## config.mk

```make
export PLATFORM = sky130hd
export DESIGN_NAME = crc_stream_engine
export DESIGN_NICKNAME = d
export VERILOG_FILES = /design/src/rtl/crc_stream_engine.sv
export SDC_FILE = /design/constraint.sdc
export NUM_CORES = 1
export LEC_CHECK = 0
export BUFFER_PORTS_ARGS = -buffer_cell sky130_fd_sc_hd__buf_2
export CORE_MARGIN = 4
export CORE_UTILIZATION = 50
export DETAILED_ROUTE_END_ITERATION = 6
export GPL_TIMING_DRIVEN = 0
export PLACE_DENSITY = 0.72
export SYNTH_ARGS = -nofsm -noshare
export SYNTH_HDL_FRONTEND = slang
export SYNTH_SLANG_ARGS = --single-unit
```

## constraint.sdc

```tcl
create_clock -name clk -period 6.75 [get_ports clk]
set_input_delay 0.675 -clock clk [delete_from_list [all_inputs] [get_ports clk]]
set_output_delay 0.675 -clock clk [all_outputs]
set_load 0.02 [all_outputs]
```

## src/rtl/crc_stream_engine.sv

```systemverilog
// Streaming CRC generator/checker: DATA_W message bits per accepted beat, MSB first,
// with a one-cycle result strobe. Defaults give CRC24A.
module crc_stream_engine #(
    parameter int                 CRC_W   = 24,
    parameter logic [CRC_W-1:0]   POLY    = 24'h864CFB,
    parameter int                 DATA_W  = 8,
    parameter logic [CRC_W-1:0]   INIT    = '0,
    parameter logic [CRC_W-1:0]   XOR_OUT = '0
) (
    input  logic              clk,
    input  logic              reset,
    input  logic              mode,
    input  logic              s_valid,
    output logic              s_ready,
    input  logic [DATA_W-1:0] s_data,
    input  logic              s_last,
    output logic [CRC_W-1:0]  crc_out,
    output logic              crc_valid,
    output logic              crc_ok,
    output logic              busy
);

    typedef enum logic [1:0] {
        IDLE = 2'd0,
        RUN  = 2'd1,
        DONE = 2'd2
    } state_t;

    state_t             state_reg, state_next;
    logic [CRC_W-1:0]   crc_reg, crc_next;
    logic [CRC_W-1:0]   crc_out_reg, crc_out_next;
    logic               crc_ok_reg, crc_ok_next;
    logic               mode_reg, mode_next;
    logic [CRC_W-1:0]   seed;
    logic [CRC_W-1:0]   stepped;
    logic               eff_mode;
    logic               accept;

    // DATA_W serial LFSR steps unrolled; feeding the bit in at the top makes the
    // result equal to division of the zero-augmented message, so no padding is needed.
    function automatic logic [CRC_W-1:0] crc_step(input logic [CRC_W-1:0] c,
                                                  input logic [DATA_W-1:0] d);
        logic [CRC_W-1:0] r;
        logic             fb;
        r = c;
        for (int i = DATA_W - 1; i >= 0; i--) begin
            fb = r[CRC_W-1] ^ d[i];
            r  = {r[CRC_W-2:0], 1'b0} ^ (fb ? POLY : '0);
        end
        return r;
    endfunction

    assign s_ready   = (state_reg != DONE);
    assign accept    = s_valid && s_ready;
    assign crc_valid = (state_reg == DONE);
    assign busy      = (state_reg == RUN);
    assign crc_out   = crc_out_reg;
    assign crc_ok    = crc_ok_reg;

    // A message starting in IDLE uses the fresh seed and the live mode input.
    assign seed     = (state_reg == IDLE) ? INIT : crc_reg;
    assign eff_mode = (state_reg == IDLE) ? mode : mode_reg;
    assign stepped  = crc_step(seed, s_data);

    always_comb begin
        state_next   = state_reg;
        crc_next     = crc_reg;
        crc_out_next = crc_out_reg;
        crc_ok_next  = crc_ok_reg;
        mode_next    = mode_reg;
        case (state_reg)
            IDLE, RUN: begin
                if (accept) begin
                    crc_next  = stepped;
                    mode_next = eff_mode;
                    if (s_last) begin
                        state_next   = DONE;
                        crc_out_next = stepped ^ XOR_OUT;
                        crc_ok_next  = eff_mode && (stepped == '0);
                    end else begin
                        state_next = RUN;
                    end
                end
            end
            DONE: begin
                state_next = IDLE;
                crc_next   = INIT;
            end
            default: begin
                state_next = IDLE;
                crc_next   = INIT;
            end
        endcase
    end

    always_ff @(posedge clk) begin
        if (!reset) begin
            state_reg   <= IDLE;
            crc_reg     <= INIT;
            crc_out_reg <= '0;
            crc_ok_reg  <= 1'b0;
            mode_reg    <= 1'b0;
        end else begin
            state_reg   <= state_next;
            crc_reg     <= crc_next;
            crc_out_reg <= crc_out_next;
            crc_ok_reg  <= crc_ok_next;
            mode_reg    <= mode_next;
        end
    end

endmodule
```

## Word level (Yosys, flattened, before mapping)

Cells that the tools add are included.

- Bits in registers: 52
- Input port bits: 13
- Output and inout port bits: 28
- Word-level logic and storage cells: 43

- Equality and inequality tests: 3
- Multiplexer cells: 11
- Bitwise operators: 16
- Reduce and logical (&&, ||, !) cells: 8

Operators by type and width:

| kind | number |
|---|---|
| $mux W24 | 9 |
| $xor A24 B24 Y24 | 8 |
| $logic_not A24 Y1 | 1 |
| $xor A1 B1 Y1 | 8 |
| $reduce_and A2 Y1 | 2 |
| $reduce_and A3 Y1 | 1 |
| $eq A2 B1 Y1 const B | 1 |
| $eq A2 B2 Y1 const B | 1 |
| $logic_and A1 B1 Y1 | 2 |
| $logic_not A2 Y1 | 1 |
| $mux W2 | 1 |
| $ne A2 B2 Y1 const B | 1 |
| $reduce_or A2 Y1 | 1 |
| $mux W1 | 1 |

## Depth between registers and ports, before layout

Gate-level depths: netlist of the first run.

- Depth after elaboration: 28
- Mapped depth: 11
- Gate-level depth less buffers: 7

## Worst setup path after synthesis of the first run

Ideal clock, no wire load.

- Path kind: input -> register
- From: input port s_data[7]
- To: register crc_out_reg[17], in the netlist crc_out[17]
- Library setup time: 115 ps
- Arrival: 2735 ps
- Data required time: 6635 ps
- Setup slack: 3900 ps
- Cell stages on the path: 8
- Buffers on the path: 1
- Cell sequence: buf_6 -> xnor3_1 -> and3_2 -> or2_4 -> xnor3_2 -> xnor2_4 -> xnor2_1 -> o21ba_2

- Cells in the longest elaborated chain, start to end: 24

RTL lines:

| item | RTL line | source |
|---|---|---|
| from (decl) | 15 | `input logic [DATA_W-1:0] s_data,` |
| $xor A1 B1 Y1 (*) | 47 | `fb = r[CRC_W-1] ^ d[i];` |
| $mux W24 (*) | 48 | `r = {r[CRC_W-2:0], 1'b0} ^ (fb ? POLY : '0);` |
| $xor A24 B24 Y24 (*) | 48 |  |
| $xor A1 B1 Y1 | 47 |  |
| $mux W24 | 48 |  |
| $xor A24 B24 Y24 (*) | 48 |  |
| $xor A1 B1 Y1 | 47 |  |
| $mux W24 | 48 |  |
| [8 not listed] | n/a |  |
| $mux W24 | 48 |  |
| $xor A24 B24 Y24 (*) | 48 |  |
| $xor A1 B1 Y1 | 47 |  |
| $mux W24 | 48 |  |
| $xor A24 B24 Y24 (*) | 48 |  |
| $xor A1 B1 Y1 | 47 |  |
| $mux W24 | 48 |  |
| $xor A24 B24 Y24 (*) | 48 |  |
| to (signal assigned) | 106 | `crc_out_reg <= crc_out_next;` |
| to (decl) | 31 | `logic [CRC_W-1:0] crc_out_reg, crc_out_next;` |

Mark *: on every way between the ends. The rest lies on a longest branch, timed or not.
A chain may end at the register's enable or synchronous reset.

## Worst setup path after layout of the first run

- From: register state_reg[1]
- To: register crc_ok_reg, in the netlist crc_ok

- Cells in the longest elaborated chain, start to end: 28
- Elaborated cells between the ends (all ways): 34
- Those cells by class: eq/ne (2); mux (10); bitwise (16); reduce/logical (6)

RTL lines:

| item | RTL line | source |
|---|---|---|
| from (decl) | 29 | `state_t state_reg, state_next;` |
| from (signal assigned) | 104 | `state_reg <= state_next;` |
| $logic_not A2 Y1 | 61, 62, 71 |  |
| $mux W24 | 61 | `assign seed = (state_reg == IDLE) ? INIT : crc_reg;` |
| $xor A1 B1 Y1 | 47 |  |
| $mux W24 | 48 |  |
| $xor A24 B24 Y24 | 48 |  |
| $xor A1 B1 Y1 | 47 |  |
| $mux W24 | 48 |  |
| $xor A24 B24 Y24 | 48 |  |
| [12 not listed] | n/a |  |
| $xor A1 B1 Y1 | 47 |  |
| $mux W24 | 48 |  |
| $xor A24 B24 Y24 | 48 |  |
| $xor A1 B1 Y1 | 47 |  |
| $mux W24 | 48 |  |
| $xor A24 B24 Y24 | 48 |  |
| $logic_not A24 Y1 | 79 | `crc_ok_next = eff_mode && (stepped == '0);` |
| $logic_and A1 B1 Y1 | 79 |  |
| to (signal assigned) | 107 | `crc_ok_reg <= crc_ok_next;` |
| to (decl) | 32 | `logic crc_ok_reg, crc_ok_next;` |

Several ways; a longest one is shown, not always the timed one.

==> qor.txt, run 1 <==
hold wc startpoint - crc_out[18]
sequential fraction of the synthesis area - 29.93%
number of buffers added on ports - 34
Arrival @ worst endpoint - 3.26 ns
fillcell total - 649
CP max FO - 10
register bit total from synthesis - 52
Slew HR - 58.08%
initial antenna violation count - 0
grt total ovfl - 0
IO Pins - 41
Routed WL per cell - 17.15 µm
syn_area_per_cell - 8.402 µm²
chip height - 91.41 µm
P_leak - 0.001577 µW
clk sinks - 52
reg2reg end - crc_ok
die area - 0.008355 mm²
final core occ - 57.11%
internal reg-to-reg setup slack - 3.74 ns
Setup TNS - 0 ns
Mapped Area - 0.003478 mm²
final wirelength - 9.468 mm
largest net degree at the start of global routing - 17
Root Buffer - clkbuf_8
status - completed
Tcrit/Tclk final - 44.57%
n_diodes - 0
Netlist cell types - 55
CTS resizes - 0
WHS Path Cells - 2
final hold violation count - 0
Core ar. - 0.006794 mm²
pwr dens - 309.3 mW/mm²
number of H-tree levels - 2
Nets - 468
Worst Tran Pin Value - 0.6223 ns
Reg clk slew, reported paths - 0.10 ns
Yosys Warn Count - 0
peak supply drop - 0.1560 mV
fraction of registers with async set/reset - 0%
initial core utilization - 51.20%
Post-DRT Antenna Nets - 0
clock buffer count from CTS - 5
CTS tree - built
vias in the first global route - 2,951
global-route wire length before repair - 15.45 mm
detailed placement HPWL - 7.236 mm
Setup violations, final - 0
launch point of the worst path - state_reg[1]
Most used DFF post-synth - dfxtp_1
Syn Inst Count - 414
DR pass1 iterations - 4
area delta synth->final - 11.55%
CTS Hold Bufs - 0
share of layout cells above drive strength 1 - 14.47%
GRT Total Usage - 23.18%
Hold EP - crc_out[18]
clock buffer depth - 2
post-synth net total - 427
CP required - 7.00 ns
Die Width - 91.41 µm
worst r2r src - state_reg[1]
clk_skew - 0.01130 ns
placer congestion estimate - 0.9688
WS Path Type - flip-flop to flip-flop
Hold Crit Class - flip-flop to flip-flop
Worst setup SP type - flip-flop
DR vias - 3,111
DR iter-0 viols - 271
via-per-instance ratio - 5.636
Post-synth EDFFs - 0
RSZ-0062 raised after global routing - no
Clock Latency Late Sink - 0.31 ns
DRC violations left - 0
depth of the worst register-to-register path - 10
Setup Buffers After CTS - 0
Rows - 30
Critical Path Sink Type - flip-flop
Peak Freq - 332.4 MHz
Final Slew Violations - 0
Max Cap Viol - 0
Final min period - 3.008 ns
==> final cells by class <==
class,instances,area (µm²),area share (%)
multi-input cells,326,2268,58.47
inverters,4,15.01,0.3870
plain buffers,32,153.9,3.966
clock buffers,6,72.57,1.870
flip-flops and latches,52,1041,26.83
repair buffers,34,170.2,4.386
clock inverters,2,38.79,0.9997
well taps,96,120.1,3.096
==> cell usage in the layout (no fill, tap or decap), types with 3 or more instances in the layout <==
master and n:
dfxtp_1 52, nand2_1 51, xnor2_1 49, nor2_1 43
buf_2 42, a21oi_1 28, xor2_1 22, a211oi_1 20
clkbuf_1 17, nand3_1 14, xnor3_1 11, o21ai_0 11
mux2i_1 7, o211ai_1 6, nor3_1 5, or3_1 5
clkbuf_8 5, nand2b_1 4, inv_1 4, buf_4 4
o21a_1 4, and3_1 3, and2_1 3, a211o_1 3
o22ai_1 3, a31oi_1 3
==> stage by stage <==
step | setup WS [ns] | instances | area, µm² | hold slack (ns) | total power, µW
floorplan | 3.900 | 414 | 3478 | 0.4368 | 836.5
global placement | 3.603 | 544 | 3769 | 0.4439 | 969.9
global route | 3.451 | 552 | 3880 | 0.4866 | 1263
CTS | 3.786 | 552 | 3880 | 0.4600 | 1194
detailed placement | 3.595 | 544 | 3769 | 0.4464 | 975.3
finish | 3.742 | 552 | 3880 | 0.4565 | 1200
==> Yosys cell counts (4+ instances only) <==
library cell / number / share of area [%]
a211oi_1: 20 / 4.3
a21oi_1: 28 / 4.0
buf_2: 8 / 1.2
buf_4: 4 / 0.86
clkbuf_1: 16 / 1.7
dfxtp_1: 52 / 30
inv_1: 4 / 0.43
mux2i_1: 7 / 2.0
nand2_1: 51 / 5.5
nand2b_1: 4 / 0.72
nand3_1: 14 / 2.0
nor2_1: 43 / 4.6
nor3_1: 5 / 0.72
o211ai_1: 6 / 1.3
o21a_1: 4 / 0.86
o21ai_0: 11 / 1.6
or3_1: 5 / 0.90
xnor2_1: 49 / 12
xnor3_1: 11 / 7.1
xor2_1: 22 / 5.5
==> worst max-delay path: stages, from the launching register on <==
cell and delay (ns):
dfxtp_1 0.31, buf_2 0.18, nor2_2 0.33, buf_2 0.32
buf_1 0.47, nor2_1 0.12, xor2_1 0.18, xnor2_1 0.31
nor4bb_1 0.36, o2111ai_1 0.19, o21ai_1 0.15
==> worst max path at each step <==
stage	endpoint	cells after the start
after floorplan	crc_out[17]	8
after global placement	crc_out[17]	8
after detailed placement	crc_out[17]	8
after CTS	crc_ok	10
after global routing	crc_ok	10
final	crc_ok	10
==> metal layers <==
layer / wire [µm] / up-vias / GRT usage, %
met4: 213 / 0 / 6.281
met1: 4242 / 1470 / 31.62
li1: - / 1495 / -
met5: 0 / - / 0
met2: 4301 / 126 / 37.19
met3: 710 / 20 / 4.640
==> cell families (layout without fill, tap and decap cells) <==
logic type	Yosys count	in the layout	share of synthesized area, %
mux	7	7	2.014
flops	52	52	29.93
simple gates	143	143	18.71
buf+inv	36	78	4.856
compound gates	91	91	17.34
xor+xnor	85	85	27.16
==> where the power goes <==
part	switching (µW)	internal (µW)	leakage [µW]
Sequential	30.6	351	0.000428
Clock	108	112	0.0000558
Combinational	343	255	0.00109
Total	482	718	0.00158
Note: power is estimated with default switching activity, not from simulation.
==> inputs of run 2 (changes only) <==
Clock period 6.75 ns to 2.88 ns, I/O delays scaled along.
==> run 2 against run 1 <==
First-iteration DRC count up 4.1%; maximum frequency up 8.5%; core utilization up 0.44 points; global-route usage unchanged; via count up 0.48%; die area unchanged; wire length about the same; combinational power up 140%; setup slack worse by 3.6 ns; critical path type unchanged; largest cell class unchanged.
==> qor.txt, run 2 (synthesis gave the netlist of run 1 again) <==
WS Path Type - flip-flop to flip-flop
DR pass1 iterations - 5 (+1)
clock buffer depth - 2 (unchanged)
number of H-tree levels - 2 (unchanged)
Inst Count DP - 544 (unchanged)
Setup violations, final - 0 (unchanged)
Routed WL per cell - 17.14 µm (about the same)
Hold Crit Class - input pin to flip-flop
grt total ovfl - 0 (unchanged)
Core ar. - 0.006794 mm² (unchanged)
RSZ-0062 raised after global routing - no
most frequent cells in the layout - dfxtp_1, nand2_1, xnor2_1, nor2_1, buf_2
Max Cap Viol - 0 (unchanged)
Tcrit/Tclk final - 96.23% (+52 points)
Root Buffer - clkbuf_8
DRC violations left - 0 (unchanged)
final hold violation count - 0 (unchanged)
Worst Tran Pin Value - 0.5408 ns (-0.08148 ns)
Pwr Total - 2824 µW (+140%)
Die Width - 91.41 µm (unchanged)
n_diodes - 0 (unchanged)
P_leak - 0.001591 µW (+0.90%)
Arrival @ worst endpoint - 2.99 ns (-0.27 ns)
GRT Total Usage - 23.18% (unchanged)
detailed placement HPWL - 7.236 mm (unchanged)
worst r2r src - state_reg[1]
Clock Latency Late Sink - 0.31 ns (about the same)
Reg clk slew, reported paths - 0.10 ns (about the same)
Final Slew Violations - 0 (unchanged)
CTS Hold Bufs - 0 (unchanged)
Setup TNS - 0 ns (unchanged)
chip height - 91.41 µm (unchanged)
launch point of the worst path - state_reg[1]
DR vias - 3,126 (+0.48%)
number of buffers added on ports - 34 (unchanged)
pwr dens - 722.2 mW/mm² (+130%)
crit-path cells - clkbuf_4 > or2_1 > buf_2 > and3_2 > or2_4 > xnor3_2 > xnor2_4 > xnor2_1 > o21ba_2
CP max-delay cell - xnor3_2
filler-free cell count of the finished design - 552 (unchanged)
hold wc startpoint - mode
Slew HR - 63.69% (+5.6 points)
Critical Path Sink Type - flip-flop
Setup Buffers After CTS - 0 (unchanged)
largest net degree at the start of global routing - 17 (unchanged)
die area - 0.008355 mm² (unchanged)
status - completed
Rows - 30 (unchanged)
area delta synth->final - 12.41%
placer congestion estimate - 0.9688 (unchanged)
via-per-instance ratio - 5.663 (+0.48%)
initial core utilization - 51.20% (unchanged)
CTS tree - built
Worst setup SP type - flip-flop
Post-DRT Antenna Nets - 0 (unchanged)
final core occ - 57.55% (+0.44 points)
clk_skew - 0.01240 ns (+0.001096 ns)
clk sinks - 52 (unchanged)
clock buffer count from CTS - 5 (unchanged)
global-route wire length before repair - 15.45 mm (unchanged)
Nets - 468 (unchanged)
Peak Freq - 360.8 MHz (+8.5%)
most common cell after layout, fill and taps aside - dfxtp_1
Max stage delay on crit path - 0.47 ns (about the same)
initial antenna violation count - 0 (unchanged)
CP max FO - 10 (unchanged)
share of layout cells above drive strength 1 - 15.57% (+1.1 points)
Final Hold Slack - 0.2609 ns (-0.1957 ns)
CP required - 3.09 ns (-3.91 ns)
DR iter-0 viols - 282 (+4.1%)
Final min period - 2.771 ns (-0.2369 ns)
peak supply drop - 0.3639 mV (+130%)
fillcell total - 643 (-0.92%)
vias in the first global route - 2,951 (unchanged)
final wirelength - 9.464 mm (about the same)
IO Pins - 41 (unchanged)
==> run 2: cell types whose count changed in the layout (fill, tap and decap cells not counted), moves of 2 or more <==
cell	change
o21ai_1	+3
o21ai_0	-3
clkbuf_4	+2
buf_1	-2
==> run 2: final cells by class <==
type	count	area [µm²]	area share [%]
Multi-Input combinational cell	326	2288	58.53
Sequential cell	52	1041	26.62
Timing Repair Buffer	34	170.2	4.352
Buffer	32	163.9	4.192
Tap cell	96	120.1	3.072
Clock buffer	6	72.57	1.856
Clock inverter	2	38.79	0.9920
Inverter	4	15.01	0.3840
==> run 2: final timing paths <==
kind / end / slack [ns] / depth (start not counted)
setup / recovery: crc_out[17] / 0.11 / 9
hold / removal: mode_reg / 0.26 / 3
setup reg to reg: crc_out[17] / 0.11 / 9
hold reg to reg: crc_out[18] / 0.46 / 2
==> run 2: what timing repair did <==
item	CTS	global route
gates resized for setup	2	11
setup endpoints to repair	1	13
pin swaps	0	0
==> run 2: worst max-delay path, delay by kind of cell (launching register included) <==
kind	cells	cell delay (ns)
buffers and inverters	2	0.36
xor gates and xnor gates	3	1.09
DFF	1	0.31
AOI/OAI and AO/OA	1	0.23
and+or+nand+nor	3	0.69
==> run 2: routing by layer <==
layer / wire length (µm) / track usage (%) / up-vias / part of all wire (%)
met5: 0 / 0 / - / 0
met4: 199 / 6.281 / 0 / 2.1
met3: 758 / 4.640 / 18 / 8.0
met1: 4206 / 31.62 / 1467 / 44
li1: - / - / 1503 / -
met2: 4300 / 37.19 / 138 / 45
==> run 2: per-stage QoR <==
step                      setup WS, ns  instance area, µm²
final                           0.1086                3910
after global routing          0.002880                3910
after CTS                      0.01113                3882
after detailed placement      -0.03716                3769
after global placement        -0.03745                3769
after floorplan                 0.4165                3478
==> run 2: power by group <==
part,total [µW],leakage (µW),internal [µW],switching (µW)
Sequential,895,0.000428,822,72.7
Clock,513,0.0000558,263,250
Combinational,1420,0.00111,606,810
Total,2820,0.00159,1690,1130
==> inputs of run 3 (changes only) <==
Settings changed: CORE_MARGIN 4 to 5, PLACE_DENSITY 0.72 to 0.7.
==> run 3 against run 2 <==
Cell count is 0.54% higher; count of clock-buffer cells in the layout is 1 lower; combinational power is 6% higher; setup slack better by 0.058 ns; critical path type unchanged; highest routed layer unchanged.
==> qor.txt, run 3 (synthesis gave the netlist of run 1 again) <==
status - completed
pwr dens - 726.3 mW/mm² (+0.57%)
n_diodes - 0 (unchanged)
Worst Tran Pin Value - 0.6174 ns (+0.07660 ns)
Root Buffer - clkbuf_8
Final Hold Slack - 0.2325 ns (-0.02841 ns)
Max Cap Viol - 0 (unchanged)
placer congestion estimate - 0.9533 (-1.6%)
CP required - 3.13 ns (+0.04 ns)
die area - 0.008724 mm² (+4.4%)
via-per-instance ratio - 5.595 (-1.2%)
Post-Layout Inst Area - 0.003930 mm² (+0.51%)
number of H-tree levels - 2 (unchanged)
worst r2r src - state_reg[1]
Nets - 471 (+0.64%)
most common cell after layout, fill and taps aside - dfxtp_1
number of buffers added on ports - 34 (unchanged)
peak supply drop - 0.3762 mV (+3.4%)
grt total ovfl - 0 (unchanged)
RSZ-0062 raised after global routing - no
WS Path Type - flip-flop to flip-flop
Final Slew Violations - 0 (unchanged)
Reg clk slew, reported paths - 0.11 ns (about the same)
most frequent cells in the layout - dfxtp_1, nand2_1, xnor2_1, nor2_1, buf_2
Setup violations, final - 0 (unchanged)
DR pass1 iterations - 4 (-1)
Slew HR - 58.84% (-4.8 points)
Post-DRT Antenna Nets - 0 (unchanged)
CTS tree - built
reg2reg end - crc_ok
clk sinks - 52 (unchanged)
clock buffer depth - 2 (unchanged)
DP Area - 0.003769 mm² (unchanged)
clock buffer count from CTS - 5 (unchanged)
clk_skew - 0.007948 ns (-0.004449 ns)
Peak Freq - 368.5 MHz (+2.1%)
Hold EP - mode_reg
DR vias - 3,105 (-0.67%)
DR iter-0 viols - 215 (-24%)
chip height - 93.41 µm (+2.2%)
Routed WL per cell - 17.78 µm (+3.7%)
Critical Path Sink Type - flip-flop
WHS Path Cells - 3 (unchanged)
Hold Crit Class - input pin to flip-flop
depth of the worst register-to-register path - 10 (+1)
internal reg-to-reg setup slack - 0.17 ns (+0.06 ns)
Tcrit/Tclk final - 94.21% (-2.0 points)
P_leak - 0.001599 µW (+0.51%)
share of layout cells above drive strength 1 - 16.34% (+0.77 points)
DRC violations left - 0 (unchanged)
GRT Total Usage - 23.36% (+0.17 points)
CTS Hold Bufs - 0 (unchanged)
hold wc startpoint - mode
detailed placement HPWL - 7.567 mm (+4.6%)
Die Width - 93.41 µm (+2.2%)
Clock Latency Late Sink - 0.31 ns (about the same)
initial core utilization - 51.20% (unchanged)
Pwr Total - 2854 µW (+1.1%)
Worst setup SP type - flip-flop
initial antenna violation count - 0 (unchanged)
CP max FO - 10 (unchanged)
final hold violation count - 0 (unchanged)
largest net degree at the start of global routing - 19 (+2)
vias in the first global route - 3,018 (+2.3%)
Rows - 30 (unchanged)
global-route wire length before repair - 15.61 mm (+1.0%)
Core ar. - 0.006794 mm² (unchanged)
area delta synth->final - 12.99%
Final min period - 2.713 ns (-0.05804 ns)
IO Pins - 41 (unchanged)
final wirelength - 9.868 mm (+4.3%)
Arrival @ worst endpoint - 2.97 ns (-0.02 ns)
-- run 3: changes by cell type in the layout (fill, tap and decap cells not counted), sizes merged --
cell | previous run | this run
clkinvlp | 0 | 1
buf | 47 | 50
bufinv | 1 | 0
clkinv | 0 | 1
clkbuf | 25 | 24
-- run 3: where the power goes --
part / internal, µW / switching (µW) / leakage, µW / total, µW
clock: 179 / 270 / 0.0000463 / 449
combinational: 679 / 835 / 0.00113 / 1510
sequential: 822 / 69.3 / 0.000428 / 891
-- run 3: worst max path at each step --
stage               slack (ns)          end  depth (start not counted)         start
global route              0.02  crc_reg[23]                          9   crc_reg[20]
finish                    0.17       crc_ok                         10  state_reg[1]
global placement         -0.02       crc_ok                         10  state_reg[1]
floorplan                 0.42  crc_out[17]                          8     s_data[7]
detailed placement       -0.05       crc_ok                         10  state_reg[1]
CTS                       0.03  crc_reg[17]                         10  state_reg[1]
-- run 3: cell type report --
| class | count | area, µm² |
|---|---|---|
| Sequential cell | 52 | 1041 |
| Tap cell | 96 | 120.1 |
| Inverter | 4 | 15.01 |
| Buffer | 32 | 163.9 |
| Fill cell | 627 | 2864 |
| Multi-Input combinational cell | 326 | 2288 |
| Timing Repair Buffer | 37 | 205.2 |
| Clock buffer | 5 | 68.82 |
| Clock inverter | 3 | 27.53 |
-- run 3: what timing repair did --
item	in CTS	in global routing
pin swaps	0	1
resized for setup	2	9
cloned	0	0
endpoints found under the setup margin	1	12
buffers inserted	0	3
-- run 3: critical path, cell delays in order, from the launching register on --
cell and delay, ns:
dfxtp_1 0.33, clkbuf_4 0.20, or2_1 0.11, buf_2 0.18
buf_4 0.23, nand3_2 0.15, a211o_1 0.33, a2111o_1 0.40
a2111oi_2 0.39, o2111ai_1 0.19, o21ai_1 0.13
-- run 3: metrics by stage --
step / setup TNS [ns] / util, % / std cells / worst slack (ns)
detailed placement: -0.04922 / 55.47 / 544 / -0.04922
global placement: -0.01771 / 55.47 / 544 / -0.01771
finish: 0 / 57.85 / 555 / 0.1666
global route: 0 / 57.85 / 555 / 0.01945
CTS: 0 / 56.92 / 552 / 0.02642
floorplan: 0 / - / 414 / 0.4165
-- run 3: routing by layer --
layer	global-route usage (%)	vias up	wire (µm)
met5	0	-	0
met4	7.814	0	227
met3	5.551	21	699
met2	38.06	114	4680
met1	30.25	1459	4260
li1	-	1511	-
